===== src/rtl/uart_imem_loader.sv =====
// Assembles little-endian 32-bit instruction words from UART bytes and writes them
// into instruction memory, holding the core in reset until a sentinel word ends the load.
module uart_imem_loader #(
    parameter int unsigned ADDR_W      = 8,
    parameter int unsigned DEPTH       = 256,
    parameter int unsigned TIMEOUT_CYC = 100000
) (
    input  logic              clk,
    input  logic              resetn,
    input  logic              rx_valid,
    input  logic [7:0]        rx_data,
    input  logic              rx_break,
    input  logic              mem_wr_ready,
    output logic              mem_wr_en,
    output logic [ADDR_W-1:0] mem_wr_addr,
    output logic [31:0]       mem_wr_data,
    output logic              write_done,
    output logic              cpu_rst,
    output logic              load_err
);

    // One extra address bit so "address == DEPTH" is representable when DEPTH == 2**ADDR_W.
    localparam int unsigned CNT_W = ADDR_W + 1;
    localparam int unsigned TMO_W = $clog2(TIMEOUT_CYC + 1);
    localparam logic [31:0] SENTINEL = 32'hFFFF_FFFF;

    typedef enum logic [2:0] {
        S_IDLE,
        S_COLLECT,
        S_WRITE,
        S_DONE,
        S_ERR
    } state_t;

    state_t             r_state,    w_state_nxt;
    logic [1:0]         r_byte_cnt, w_byte_cnt_nxt;
    logic [23:0]        r_asm,      w_asm_nxt;
    logic               r_wr_en,    w_wr_en_nxt;
    logic [CNT_W-1:0]   r_wr_addr,  w_wr_addr_nxt;
    logic [31:0]        r_wr_data,  w_wr_data_nxt;
    logic [TMO_W-1:0]   r_tmo,      w_tmo_nxt;
    logic               r_done,     w_done_nxt;
    logic               r_err,      w_err_nxt;
    logic               r_cpu_rst,  w_cpu_rst_nxt;
    logic               w_ack;
    logic               w_blocked;
    logic [31:0]        w_word;

    // State and output registers.
    always_ff @(posedge clk or negedge resetn) begin
        if (!resetn) begin
            r_state    <= S_IDLE;
            r_byte_cnt <= 2'd0;
            r_asm      <= 24'd0;
            r_wr_en    <= 1'b0;
            r_wr_addr  <= '0;
            r_wr_data  <= 32'd0;
            r_tmo      <= '0;
            r_done     <= 1'b0;
            r_err      <= 1'b0;
            r_cpu_rst  <= 1'b1;
        end else begin
            r_state    <= w_state_nxt;
            r_byte_cnt <= w_byte_cnt_nxt;
            r_asm      <= w_asm_nxt;
            r_wr_en    <= w_wr_en_nxt;
            r_wr_addr  <= w_wr_addr_nxt;
            r_wr_data  <= w_wr_data_nxt;
            r_tmo      <= w_tmo_nxt;
            r_done     <= w_done_nxt;
            r_err      <= w_err_nxt;
            r_cpu_rst  <= w_cpu_rst_nxt;
        end
    end

    // Next-state logic: write handshake, byte assembly, word completion, idle timeout.
    always_comb begin
        w_state_nxt    = r_state;
        w_byte_cnt_nxt = r_byte_cnt;
        w_asm_nxt      = r_asm;
        w_wr_en_nxt    = r_wr_en;
        w_wr_addr_nxt  = r_wr_addr;
        w_wr_data_nxt  = r_wr_data;
        w_tmo_nxt      = r_tmo;
        w_ack          = r_wr_en && mem_wr_ready;
        w_blocked      = r_wr_en && !mem_wr_ready;
        w_word         = {rx_data, r_asm};

        case (r_state)
            S_DONE, S_ERR: begin
                w_wr_en_nxt = 1'b0;
                w_tmo_nxt   = '0;
            end
            default: begin
                if (rx_break) begin
                    w_state_nxt    = S_IDLE;
                    w_wr_en_nxt    = 1'b0;
                    w_byte_cnt_nxt = 2'd0;
                    w_wr_addr_nxt  = '0;
                    w_tmo_nxt      = '0;
                end else begin
                    if (w_ack) begin
                        w_wr_en_nxt   = 1'b0;
                        w_wr_addr_nxt = r_wr_addr + CNT_W'(1);
                    end

                    if (rx_valid) begin
                        w_byte_cnt_nxt = r_byte_cnt + 2'd1;
                        case (r_byte_cnt)
                            2'd0:    w_asm_nxt[7:0]   = rx_data;
                            2'd1:    w_asm_nxt[15:8]  = rx_data;
                            2'd2:    w_asm_nxt[23:16] = rx_data;
                            default: begin
                                if (w_blocked) begin
                                    w_state_nxt = S_ERR;
                                    w_wr_en_nxt = 1'b0;
                                end else if (w_word == SENTINEL) begin
                                    w_state_nxt = S_DONE;
                                end else if (w_wr_addr_nxt == CNT_W'(DEPTH)) begin
                                    w_state_nxt = S_ERR;
                                    w_wr_en_nxt = 1'b0;
                                end else begin
                                    w_wr_en_nxt   = 1'b1;
                                    w_wr_data_nxt = w_word;
                                end
                            end
                        endcase
                    end

                    // Partial word abandoned after a full idle window while collecting.
                    if (r_state == S_COLLECT && !rx_valid && r_byte_cnt != 2'd0) begin
                        if (r_tmo == TMO_W'(TIMEOUT_CYC - 1)) begin
                            w_tmo_nxt      = '0;
                            w_byte_cnt_nxt = 2'd0;
                        end else begin
                            w_tmo_nxt = r_tmo + TMO_W'(1);
                        end
                    end else begin
                        w_tmo_nxt = '0;
                    end

                    if (w_state_nxt != S_DONE && w_state_nxt != S_ERR) begin
                        if (w_wr_en_nxt)
                            w_state_nxt = S_WRITE;
                        else if (w_byte_cnt_nxt != 2'd0)
                            w_state_nxt = S_COLLECT;
                        else
                            w_state_nxt = S_IDLE;
                    end
                end
            end
        endcase

        w_done_nxt    = (w_state_nxt == S_DONE);
        w_err_nxt     = (w_state_nxt == S_ERR);
        w_cpu_rst_nxt = (w_state_nxt != S_DONE);
    end

    assign mem_wr_en   = r_wr_en;
    assign mem_wr_addr = r_wr_addr[ADDR_W-1:0];
    assign mem_wr_data = r_wr_data;
    assign write_done  = r_done;
    assign cpu_rst     = r_cpu_rst;
    assign load_err    = r_err;

endmodule


===== config.mk =====
export PLATFORM = sky130hd
export DESIGN_NAME = uart_imem_loader
export DESIGN_NICKNAME = d
export VERILOG_FILES = /design/src/rtl/uart_imem_loader.sv
export SDC_FILE = /design/constraint.sdc
export NUM_CORES = 1
export LEC_CHECK = 0
export ABC_AREA = 1
export BUFFER_PORTS_ARGS = -buffer_cell sky130_fd_sc_hd__buf_2
export CORE_MARGIN = 4
export CORE_UTILIZATION = 45
export DETAILED_ROUTE_END_ITERATION = 10
export GPL_ROUTABILITY_DRIVEN = 0
export PLACE_DENSITY = 0.67
export RECOVER_POWER = 25
export SYNTH_ARGS = -nofsm -noshare
export SYNTH_HDL_FRONTEND = slang
export SYNTH_SLANG_ARGS = --single-unit

===== constraint.sdc =====
create_clock -name clk -period 1.98 [get_ports clk]
set_clock_uncertainty 0.15 [all_clocks]
set_input_delay 0.198 -clock clk [delete_from_list [all_inputs] [get_ports clk]]
set_output_delay 0.198 -clock clk [all_outputs]
set_load 0.02 [all_outputs]

# Word-level counts from Yosys, hierarchy flattened
# Index checks and enable logic that the tools add are counted.
# op_classes
n_addsub,3
mul,0
n_div,0
magnitude_cmp,0
eq_ne,13
shift,0
mux,36
n_bitwise,6
n_reduce_logical,16
# op_table
cell,count
$mux W17,4
$mux W9,4
$eq A32 B32 Y1 const B,1
$mux W3,10
$add A17 B1 Y17 const B,1
$eq A17 B17 Y1 const B,1
$mux W2,7
$reduce_and A4 Y1,3
$mux W1,11
$add A9 B1 Y9 const B,1
$eq A9 B9 Y1 const B,1
$reduce_and A7 Y1,1
$eq A3 B2 Y1 const B,2
$eq A3 B3 Y1 const B,2
$ne A3 B2 Y1 const B,2
$not A1 Y1,6
$logic_and A1 B1 Y1,5
$reduce_bool A2 Y1,2
$eq A3 B1 Y1 const B,1
$ne A3 B3 Y1 const B,1
$reduce_or A3 Y1,1
$add A2 B1 Y2 const B,1
$eq A2 B1 Y1 const B,1
$eq A2 B2 Y1 const B,1
3 further kinds,4
# totals
register_bits,91
latch_bits,0
ramBits,0
romBits,0
inputBits,13
elab_cells,86
mem_count,0

# Depth between registers and ports, before layout
# Gate-level depths: netlist of the first run.
# logic_depth
depth_word,18
ltp_mapped,17

# Least setup slack after synthesis of the first run
# OpenSTA, ideal clock, no wires.
# synth_timing
kind,flip-flop to flip-flop
start,reg r_wr_en (netlist: mem_wr_en)
end,reg r_wr_data[10] (netlist: mem_wr_data[10])
setup_ns,0.125
arrival_ns,1.794
t_required_ns,1.705
setup_slack_ns,-0.089
path_stages_with_launch,11
path_buffers,1
period_less_slack_ns,2.069
cell_sequence,dfrtp_1 > nand2_2 > nor2_4 > nand3_1 > nand2_1 > nand2_1 > nor2_2 > nand3_2 > nand4_4 > buf_6 > mux2_4
# synth_via
elab_chain_len,7
elab_cells_between_ends,9
cone_classes,eq/ne: 1; mux: 3; bitwise: 2; reduce/logical: 3
# synth_rtl
item,line_no,rtl
from (decl),38,"logic r_wr_en, w_wr_en_nxt;"
from (signal assigned),66,r_wr_en <= w_wr_en_nxt;
$logic_and A1 B1 Y1,85,w_ack = r_wr_en && mem_wr_ready;
$mux W9,102,if (w_ack) begin
$mux W9,95,if (rx_break) begin
$mux W9,89,case (r_state)
$eq A9 B9 Y1,119,end else if (w_wr_addr_nxt == CNT_W'(DEPTH)) begin
$not A1 Y1 (no source line),--,
$reduce_and A7 Y1 (no source line) *,--,
to (signal assigned),68,r_wr_data <= w_wr_data_nxt;
to (decl),40,"logic [31:0] r_wr_data, w_wr_data_nxt;"
# Mark *: on every way between the ends. The rest lies on a longest branch, timed or not. The select of a mux whose other input is x is not followed.
# A chain may end at the register's enable or synchronous reset.

# Worst setup path after layout of the first run
# layout_timing
start,reg r_tmo[1]
end,reg r_tmo[16]
# layout_via
elab_chain_len,5
elab_cells_between_ends,6
cone_classes,add/sub: 1; eq/ne: 1; mux: 4
# layout_rtl
item,line_no,rtl
from (decl),41,"logic [TMO_W-1:0] r_tmo, w_tmo_nxt;"
from (signal assigned),69,r_tmo <= w_tmo_nxt;
$add A17 B1 Y17 or $eq A17 B17 Y1 (tied branches),"136, 132",
$mux W17 *,132,if (r_tmo == TMO_W'(TIMEOUT_CYC - 1)) begin
$mux W17 *,131,if (r_state == S_COLLECT && !rx_valid && r_byte_cnt != 2'd0) begin
$mux W17 *,95,
$mux W17 *,89,
via w_tmo_nxt[16],41,
# The timed path passes the listed nets; every way through them passes the cells marked *.

==> results of run 1 <==
==> area by class of cell <==
cell class,instances,area (um2)
Inverter,64,240
Fill cell,769,3460
Tap cell,129,161
Sequential cell,91,2280
Timing Repair Buffer,142,1040
Clock buffer,10,138
Multi-Input combinational cell,307,1850
Clock inverter,6,72.6
==> state kept, by name, summed over array words and instances (netlist names) <==
signal and cells:
r_wr_addr 9, mem_wr_en 1, load_err 1, r_tmo 17
r_asm 24, mem_wr_data 32, cpu_rst 1, write_done 1
r_byte_cnt 2, r_state 3
==> worst register-to-register path, delay by kind of cell, from the launching register on <==
kind	cells	cell delay [ns]
and+or+nand+nor	10	1.30
adders and majority gates	1	0.16
DFF	1	0.40
AOI/OAI and AO/OA	2	0.18
==> how the worst max path moves through the flow <==
stage | start | endpoint | depth (start not counted)
5_1_grt | r_tmo[1]$_DFF_PN0_ | r_tmo[16]$_DFF_PN0_ | 13
2_1_floorplan | r_wr_addr[1]$_DFFE_PN0N_ | mem_wr_data[10]$_DFFE_PN0P_ | 10
3_5_place_dp | r_wr_addr[1]$_DFFE_PN0N_ | r_state[1]$_DFF_PN0_ | 15
6_report | r_tmo[1]$_DFF_PN0_ | r_tmo[16]$_DFF_PN0_ | 13
3_3_place_gp | r_wr_addr[1]$_DFFE_PN0N_ | mem_wr_data[11]$_DFFE_PN0P_ | 10
4_1_cts | r_wr_addr[0]$_DFFE_PN0N_ | mem_wr_data[3]$_DFFE_PN0P_ | 11
==> stage by stage <==
| step | std cells | total power [W] | TNS [ns] |
|---|---|---|---|
| floorplan | 481 | 0.00395 | -0.492 |
| global placement | 706 | 0.00477 | -2.69 |
| detailed placement | 706 | 0.00485 | -5.27 |
| CTS | 734 | 0.00627 | -4.66 |
| global route | 749 | 0.00685 | -12.04 |
| finish | 749 | 0.00641 | -5.72 |
==> kinds of logic after synthesis <==
kind of cell,Yosys count
multiplexers,12
buffers and inverters,83
AND/OR/NAND/NOR,207
flip-flops,91
XOR/XNOR,2
adder cells (fa/ha/maj),6
AO/OA/AOI/OAI,80
==> power breakdown <==
group          internal [W]  switching [W]
sequential          0.00241       0.000362
combinational      0.000995        0.00131
clock              0.000634       0.000697
total               0.00404        0.00237
==> timing repair <==
item                                   CTS  global route
resized for setup                       38            54
cloned                                   2             1
endpoints found under the hold margin   90             0
hold buffers                             1             0
pin swaps                                9            25
setup buffers                            9            15
setup endpoints to repair               55            79
==> placed cells by master, fill, tap and decap left out, drive strengths merged <==
master       Yosys  routed
buf             15     138
nand2          129     129
dfrtp           90      90
inv             64      66
o21ai           59      59
nor2            37      37
nor3            17      17
nand3           13      13
clkbuf           4      13
mux2            12      12
o22ai            9       9
nand4            8       8
a21oi            6       6
ha               6       6
a211oi           3       3
clkinv           0       3
a31oi            2       2
xor2             2       2
and3             1       1
nor4             1       1
nor3b            1       1
o211ai           1       1
bufinv           0       1
dfstp            1       1
dlygate4sd3      0       1
==> metal layers <==
layer,up-vias,part of all wire,track usage,wire length (um)
met4,0,0.013,0.0665,134
li1,1816,-,-,-
met1,1781,0.45,0.254,4650
met3,13,0.041,0.0269,424
met5,-,0,0,0
met2,77,0.49,0.309,5020
==> key figures, run 1 <==
Synthesis
  – Post-synthesis compound-gate area fraction: 0.101
  – Synth Net Count: 500
  – YS warnings: 0
  – Yosys reg bits: 91
  – Synth Area in XOR/XNOR: 0.00412
  – Yosys top cell area share: 0.529
  – Simple-Gate Fraction of Synth Area: 0.217
  – Mapped cell area: 4260 um2
  – Count leader, synth: nand2_1
  – Synth top cells by count: 127 x nand2_1, 90 x dfrtp_1, 63 x inv_1
  – Synth area leader: dfrtp_1
  – Post-synth EDFFs: 0
  – Post-Synth Adder-Cell Area: 0.0176
  – Cells after Synth: 481
  – Largest family of logic cells by synthesized area: simple AND/OR/NAND/NOR gates
  – Cell variety after synth: 35
  – Post-synthesis async set-or-reset flop share: 1.00
  – Register area share after synthesis: 0.535
  – Mux cell area share after synthesis: 0.0406
  – Top cells by area, synth: dfrtp_1 53%, nand2_1 11%, o21ai_0 6.4%, inv_1 5.6%, mux2_4 3.5%
  – Synthesized area per cell: 8.85 um2
  – Post-synth top flop: dfrtp_1

Floorplanning
  – I/O Pins: 57
  – Initial Utilization: 0.461
  – Die width: 105 um
  – Core area: 9240 um2
  – Row count: 35
  – Die area: 11100 um2
  – Die Height: 105 um

Power and ir drop
  – VDD IR max: 0.592 mV
  – Power Dens Cells: 1110 nW/um2
  – Leak Pwr: 2.96 nW

STA
  – Worst hold slack: 0.0293 ns
  – Relative slew slack: 0.181
  – Max frequency: 445 MHz
  – Least-Margin Pin Slew: 1.23 ns
  – # setup viols final: 43
  – Tmin final: 2.25 ns
  – Hold Vio Cnt, Final: 0
  – Slew Viols, Final: 0
  – Unrepaired setup endpoints after global routing: yes
  – Crit share post-route: 1.13
  – Setup ws final: -0.266 ns

Final layout
  – N_diodes: 0
  – Final Cell Area: 5780 um2
  – Layout area overhead: 35.9%
  – Share of cells above drive strength 1: 0.379
  – Nets: 634
  – Final core area utilization: 0.626

Routing
  – DRC violations left: 0
  – Vias: 3687
  – Routed WL per cell: 13.7 um
  – ANT nets after route: 0
  – Routed Wire Length: 10200 um
  – DRT Pass-1 Iters: 5
  – Vias per cell: 4.92
  – 1st-iter DRT viols: 184

Worst setup path
  – Register-to-register setup slack: -0.27 ns
  – Delay of the slowest cell on the worst path: 0.40 ns
  – R2R Path End: r_tmo[16]$_DFF_PN0_
  – Kind of critical path: flip-flop to flip-flop
  – Nature of the critical path startpoint: flip-flop
  – WP buf/inv: 0
  – Crit-path max FO: 3
  – Reg2reg path depth: 13
  – Required time worst endpoint: 2.12 ns
  – Worst path slowest cell: dfrtp_1
  – CP most frequent cell: nand2_2
  – CP Capture Type: flip-flop
  – Crit path DAT: 2.38 ns
  – Crit-path cells: ha_4, nand2_4, nor2_4, nand2_2, nor3_4, nand2_2, nor2_4, nand2_2, nor3_2, nand3_1, nor2_1, o21ai_1, a21oi_1
  – Origin of the critical flop-to-flop path: r_tmo[1]$_DFF_PN0_
  – CP top delay family: simple AND/OR/NAND/NOR gates

Min path
  – Tightest Hold Check Type: input pin to flip-flop
  – Hold Path Cell Cnt: 3
  – Hold endpoint: mem_wr_data[26]$_DFFE_PN0P_
  – Hold_sp: rx_data[2]

Global route
  – Largest net degree at the start of global routing: 57
  – Overall Global Routing Usage: 0.188
  – Number of global-route vias before repair: 3574
  – Antenna violations before repair: 0
  – First-pass GRT wire length: 16800 um
  – Grt total ovfl: 0

Clock network
  – Count of clock tree sinks: 91
  – Clock insertion delay at the later pin of the skew report: 0.36 ns
  – CTS tree: built
  – Worst-path clk slew: 0.09 ns
  – Root buf cell: clkbuf_8
  – Clock Path Buffers: 2
  – H-tree Lvls: 3
  – CTS buffer count: 9

Place
  – # port buffers: 56
  – Pre-CTS WS: -0.186 ns
  – DP Wirelength: 7000 um
  – DP Area: 5060 um2

Run status
  – Status: finished with violations
  – Violated checks: setup timing

Job
  – Max Cap Viol: 0
Power figures use the tool's default switching activity.
==> run 2, diff against run 1 <==
ABC_AREA = not set   (was 1)
CAP_MARGIN = 20   (was not set)
SLEW_MARGIN = 20   (was not set)
==> key figures, run 2 <==
Run status
  – Status: finished with violations
  – Violated checks: setup timing

Routing
  – Vias: 3173 (-14%)
  – 1st-iter DRT viols: 87 (-53%)
  – Vias per cell: 5.36 (+8.9%)
  – Routed Wire Length: 9820 um (-4.0%)
  – Routed WL per cell: 16.6 um (+21%)
  – DRC violations left: 0 (unchanged)
  – DRT Pass-1 Iters: 6 (+1)
  – ANT nets after route: 0 (unchanged)

Clock network
  – Clock Path Buffers: 2 (unchanged)
  – Clock insertion delay at the later pin of the skew report: 0.36 ns (about the same)
  – CTS buffer count: 9 (unchanged)
  – Worst-path clk slew: 0.10 ns (about the same)
  – Root buf cell: clkbuf_8
  – H-tree Lvls: 3 (unchanged)
  – CTS tree: built
  – Count of clock tree sinks: 91 (unchanged)

Synthesis
  – Post-synth EDFFs: 0 (unchanged)
  – Post-synthesis async set-or-reset flop share: 1.00 (unchanged)
  – Synth Net Count: 376 (-25%)
  – Cell variety after synth: 43 (+23%)
  – Mapped cell area: 4160 um2 (-2.4%)
  – Post-synth top flop: dfrtp_1
  – Register area share after synthesis: 0.548 (+0.0129)
  – Synth area leader: dfrtp_1
  – Yosys reg bits: 91 (unchanged)
  – Synth top cells by count: 90 x dfrtp_1, 56 x mux2_2, 28 x nor2_1
  – Top cells by area, synth: dfrtp_1 54%, mux2_2 15%, nand4_1 2.6%, nor2_1 2.5%, nand3_1 2.2%
  – Cells after Synth: 357 (-26%)
  – Synthesized area per cell: 11.6 um2 (+32%)
  – YS warnings: 0 (unchanged)
  – Yosys top cell area share: 0.542 (+0.0127)
  – Count leader, synth: dfrtp_1

Floorplanning
  – Initial Utilization: 0.470 (+0.00907)
  – Die width: 104 um (-1.1%)
  – Die Height: 104 um (-1.1%)
  – I/O Pins: 57 (unchanged)
  – Row count: 34 (-2.9%)
  – Core area: 8850 um2 (-4.2%)
  – Die area: 10800 um2 (-2.2%)

STA
  – Relative slew slack: 0.365 (+0.184)
  – Setup ws final: -0.378 ns (-0.112 ns)
  – Hold Vio Cnt, Final: 0 (unchanged)
  – Least-Margin Pin Slew: 0.953 ns (-0.276 ns)
  – Crit share post-route: 1.19 (+0.0565)
  – Tmin final: 2.36 ns (+0.112 ns)
  – Unrepaired setup endpoints after global routing: yes
  – # setup viols final: 35 (-19%)
  – Slew Viols, Final: 0 (unchanged)
  – Max frequency: 424 MHz (-4.7%)

Final layout
  – Final core area utilization: 0.619 (-0.00694)
  – Share of cells above drive strength 1: 0.465 (+0.0858)
  – Commonest non-fill, non-tap cell in the layout: dfrtp_1
  – Fillers: 724 (-5.9%)
  – N_diodes: 0 (unchanged)
  – Nets: 498 (-21%)
  – Largest register FFs: 32 (unchanged)
  – Layout area overhead: 31.8%
  – Most frequent cells in the layout: 87 x dfrtp_1, 62 x buf_4, 55 x buf_2, 44 x mux2_2, 27 x nor2_1

Worst setup path
  – CP Capture Type: flip-flop
  – Nature of the critical path startpoint: flip-flop
  – Crit path DAT: 2.46 ns (+0.08 ns)
  – Kind of critical path: flip-flop to flip-flop
  – Required time worst endpoint: 2.08 ns (-0.04 ns)
  – Crit-path max FO: 20 (+17)

Power and ir drop
  – Sw Ratio: 0.254 (-0.116)
  – Sequential share of power: 0.582 (+0.150)
  – Clock power frac: 0.388 (+0.180)
  – Switching pwr: 0.000810 W (-66%)
  – Leak Pwr: 2.77 nW (-6.6%)
  – VDD IR max: 0.390 mV (-34%)
  – Power Total: 0.00319 W (-50%)
  – Internal cell power: 0.00238 W (-41%)
  – Power Dens Cells: 582 nW/um2 (-47%)
  – Combinational share of power: 0.029 (-0.331)

Place
  – # port buffers: 56 (unchanged)
  – Pre-CTS WS: -0.388 ns (-0.202 ns)
  – DP Wirelength: 6430 um (-8.3%)

Global route
  – Number of global-route vias before repair: 3286 (-8.1%)
  – Grt total ovfl: 0 (unchanged)
  – Overall Global Routing Usage: 0.184 (-0.00382)
  – Antenna violations before repair: 0 (unchanged)
  – First-pass GRT wire length: 16200 um (-3.9%)
  – Largest net degree at the start of global routing: 43 (-25%)

Job
  – Max Cap Viol: 0 (unchanged)

Min path
  – Tightest Hold Check Type: input pin to flip-flop
run 2: changes by cell type after synthesis, moves of 9 or more:
cell,previous run,this run
nand2_1,127,21
mux2_2,2,56
nand4_1,7,17
o22ai_1,9,0
inv_1,63,8
mux2_4,10,0
o21ai_0,54,17
run 2: path summary, 6_finish.rpt:
path,from,end,slack (ns),cells after the start
min in group asynchronous,resetn,r_tmo[13]$_DFF_PN0_,0.36,2
setup / recovery,r_wr_addr[1]$_DFFE_PN0N_,mem_wr_data[2]$_DFFE_PN0P_,-0.38,8
hold / removal,rx_data[3],mem_wr_data[27]$_DFFE_PN0P_,0.02,2
hold reg to reg,r_tmo[0]$_DFF_PN0_,r_tmo[0]$_DFF_PN0_,0.35,1
max in group asynchronous,resetn,mem_wr_data[13]$_DFFE_PN0P_,0.16,3
setup reg to reg,r_wr_addr[1]$_DFFE_PN0N_,mem_wr_data[2]$_DFFE_PN0P_,-0.38,8
run 2: worst max-delay path, stage by stage (launching register included):
cell and delay (ns):
dfrtp_2 0.45, ha_4 0.17, nand4_1 0.17, o21a_1 0.26, nor3_2 0.22, o221ai_4 0.16, nand4_4 0.15, buf_12 0.17
mux2_2 0.34
run 2: cell families (layout without fill, tap and decap cells):
group | Yosys count | after routing | synth area share
AND/OR/NAND/NOR | 123 | 123 | 0.155
flip-flops | 91 | 91 | 0.548
multiplexers | 58 | 58 | 0.157
AO/OA/AOI/OAI | 38 | 38 | 0.0548
buffers and inverters | 27 | 154 | 0.0376
XOR/XNOR | 14 | 14 | 0.0295
adder cells (fa/ha/maj) | 6 | 6 | 0.0181
run 2: area by class of cell:
| type | count | area, um2 | area share |
|---|---|---|---|
| Multi-Input combinational cell | 239 | 1910 | 0.348 |
| Timing Repair Buffer | 130 | 927 | 0.169 |
| Sequential cell | 91 | 2280 | 0.417 |
| Clock inverter | 7 | 70.1 | 0.0128 |
| Clock buffer | 9 | 124 | 0.0226 |
| Inverter | 8 | 30.0 | 0.00548 |
| Tap cell | 108 | 135 | 0.0247 |
run 2: metal layers:
metal | vias to the layer above | GRT usage | share of wire
li1 | 1520 | - | -
met1 | 1555 | 0.236 | 0.42
met2 | 89 | 0.305 | 0.51
met3 | 9 | 0.0590 | 0.057
met4 | 0 | 0.0408 | 0.010
met5 | - | 0 | 0
run 2: power groups by stage:
stage | clock network, W | registers [W] | logic, W
3_3_place_gp | 0 | 0.00189 | 0.0000929
4_1_cts | 0.00127 | 0.00186 | 0.0000987
6_report | 0.00124 | 0.00186 | 0.0000932
3_5_place_dp | 0 | 0.00189 | 0.0000946
5_1_grt | 0.00136 | 0.00186 | 0.000106
2_1_floorplan | 0 | 0.00189 | 0.00000810
run 2: metrics by stage:
stage / hold slack [ns] / setup TNS [ns] / area [um2] / std cells
2_1_floorplan: -0.248 / -7.56 / 4170 / 357
3_3_place_gp: 0.0516 / -9.33 / 4990 / 563
3_5_place_dp: 0.0497 / -12.14 / 4990 / 563
4_1_cts: 0.00548 / -10.84 / 5310 / 583
5_1_grt: 0.0172 / -17.67 / 5480 / 592
6_report: 0.0201 / -11.38 / 5480 / 592
run 2: timing repair:
item	in CTS	in global routing
cloned	0	0
endpoints found under the setup margin	36	63
gates resized for setup	21	21
hold buffers	2	0
setup buffers	3	9
pin swaps	2	6
hold endpoints to repair	39	0
==> run 3, diff against run 2 <==
CORE_UTILIZATION = 52   (was 45)
PLACE_DENSITY = 0.76   (was 0.67)
==> key figures, run 3 (synthesized netlist as in run 2, its figures left out) <==
STA
  – Relative slew slack: 0.533 (+0.168)
  – Max frequency: 418 MHz (-1.3%)
  – Least-Margin Pin Slew: 0.701 ns (-0.252 ns)
  – Setup ws final: -0.410 ns (-0.0321 ns)
  – Hold Vio Cnt, Final: 0 (unchanged)
  – Crit share post-route: 1.21 (+0.0162)
  – Unrepaired setup endpoints after global routing: yes
  – Tmin final: 2.39 ns (+0.0321 ns)
  – # setup viols final: 34 (-2.9%)
  – Slew Viols, Final: 0 (unchanged)

Clock network
  – Count of clock tree sinks: 91 (unchanged)
  – H-tree Lvls: 3 (unchanged)
  – Clock insertion delay at the later pin of the skew report: 0.36 ns (about the same)
  – Root buf cell: clkbuf_8
  – CTS tree: built
  – Worst-path clk slew: 0.09 ns (about the same)
  – CTS buffer count: 9 (unchanged)
  – Clock Path Buffers: 2 (unchanged)

Place
  – DP Wirelength: 6550 um (+2.0%)
  – Placed insts: 560 (-0.53%)
  – # port buffers: 56 (unchanged)
  – Pre-CTS WS: -0.310 ns (+0.0771 ns)

Floorplanning
  – Die Height: 97.4 um (-6.4%)
  – Initial Utilization: 0.535 (+0.0654)
  – I/O Pins: 57 (unchanged)
  – Core area: 7770 um2 (-12%)
  – Row count: 32 (-5.9%)
  – Die area: 9480 um2 (-12%)
  – Die width: 97.4 um (-6.4%)

Worst setup path
  – Required time worst endpoint: 2.07 ns (about the same)
  – WP buf/inv: 1 (unchanged)
  – Crit path depth: 8 (unchanged)
  – Critical Path Start: r_wr_addr[0]$_DFFE_PN0N_
  – Crit-path cells: ha_4, nand4_1, o21a_1, nor3_2, o221ai_2, nand4_4, clkbuf_16, mux2_2
  – R2R Path End: mem_wr_data[23]$_DFFE_PN0P_
  – Kind of critical path: flip-flop to flip-flop
  – Origin of the critical flop-to-flop path: r_wr_addr[0]$_DFFE_PN0N_
  – CP top delay family: simple AND/OR/NAND/NOR gates
  – Crit path DAT: 2.48 ns (+0.02 ns)
  – CP Capture Type: flip-flop
  – Worst Setup EP: mem_wr_data[23]$_DFFE_PN0P_
  – Nature of the critical path startpoint: flip-flop
  – Reg2reg path depth: 8 (unchanged)
  – Worst path slowest cell: dfrtp_2
  – Crit-path max FO: 7 (-65%)
  – Register-to-register setup slack: -0.41 ns (-0.03 ns)
  – Delay of the slowest cell on the worst path: 0.42 ns (-0.03 ns)

Routing
  – DRT Pass-1 Iters: 4 (-2)
  – Routed Wire Length: 9400 um (-4.2%)
  – Vias: 3206 (+1.0%)
  – Routed WL per cell: 15.9 um (-4.1%)
  – 1st-iter DRT viols: 92 (+5.7%)
  – ANT nets after route: 0 (unchanged)
  – DRC violations left: 0 (unchanged)
  – Vias per cell: 5.42 (+1.2%)

Power and ir drop
  – Leak Pwr: 2.72 nW (-1.7%)
  – VDD IR max: 0.432 mV (+11%)
  – Power Dens Cells: 596 nW/um2 (+2.3%)

Global route
  – Number of global-route vias before repair: 3231 (-1.7%)
  – Overall Global Routing Usage: 0.199 (+0.0147)
  – Largest net degree at the start of global routing: 40 (-7.0%)
  – Antenna violations before repair: 0 (unchanged)
  – First-pass GRT wire length: 15300 um (-5.5%)
  – Grt total ovfl: 0 (unchanged)

Run status
  – Violated checks: setup timing
  – Status: finished with violations

Final layout
  – Final non-filler cell total: 591 (-0.17%)
  – Largest register FFs: 32 (unchanged)
  – Share of cells above drive strength 1: 0.454 (-0.0109)
  – Commonest non-fill, non-tap cell in the layout: dfrtp_1
  – N_diodes: 0 (unchanged)
  – Layout area overhead: 29.8%
  – Nets: 503 (+1.0%)
  – Most frequent cells in the layout: 88 x dfrtp_1, 68 x buf_4, 56 x mux2_2, 55 x buf_2, 27 x nor2_1

Min path
  – Tightest Hold Check Type: input pin to flip-flop

Job
  – Max Cap Viol: 0 (unchanged)
run 3: final cells by class:
cell class,count,area [um2]
Clock inverter,5,61.3
Clock buffer,11,131
Multi-Input combinational cell,239,1800
Timing Repair Buffer,135,957
Tap cell,102,128
Sequential cell,91,2280
Inverter,8,30.0
Fill cell,563,2380
run 3: worst min-delay path, delay by kind of cell:
kind	cells	cell delay, ns
buffers and inverters	1	0.12
and+or+nand+nor	3	0.18
run 3: metal layers:
layer  track usage  wire (um)  share of wire
met3        0.0352        395          0.042
met1         0.257       4050           0.43
met2         0.339       4800           0.51
met5             0          0              0
met4        0.0650        154          0.016
run 3: through the flow:
| step | area (um2) | hold WS [ns] | util | power, W | setup TNS [ns] |
|---|---|---|---|---|---|
| 2_1_floorplan | 4170 | -0.248 | - | 0.00190 | -7.56 |
| 3_3_place_gp | 5010 | -0.00163 | 0.644 | 0.00199 | -7.15 |
| 3_5_place_dp | 5010 | -0.00231 | 0.644 | 0.00199 | -9.55 |
| 4_1_cts | 5250 | 0.00500 | 0.676 | 0.00323 | -9.91 |
| 5_1_grt | 5390 | 0.0336 | 0.694 | 0.00331 | -16.80 |
| 6_report | 5390 | 0.0185 | 0.694 | 0.00321 | -12.00 |
run 3: worst min path at each step:
| stage | cells past startpoint | from | end |
|---|---|---|---|
| floorplan | 0 | resetn | load_err$_DFF_PN0_ |
| global placement | 1 | resetn | r_tmo[6]$_DFF_PN0_ |
| detailed placement | 1 | resetn | r_tmo[6]$_DFF_PN0_ |
| CTS | 2 | rx_data[6] | r_asm[14]$_DFFE_PN0P_ |
| global route | 2 | rx_data[6] | r_asm[14]$_DFFE_PN0P_ |
| finish | 4 | rx_break | mem_wr_en$_DFF_PN0_ |
run 3: report_power, final:
group	switching (W)	internal (W)	leakage, nW
clock	0.000667	0.000595	0.0983
sequential	0	0.00186	1.20
combinational	0.0000674	0.0000268	1.42
run 3: what timing repair did:
action,4_1_cts,5_1_grt
buffers inserted,2,9
hold endpoints to repair,77,0
pin swaps,4,10
setup endpoints to repair,36,64
resized for setup,2,17
hold buffers,3,0
gates cloned,0,1
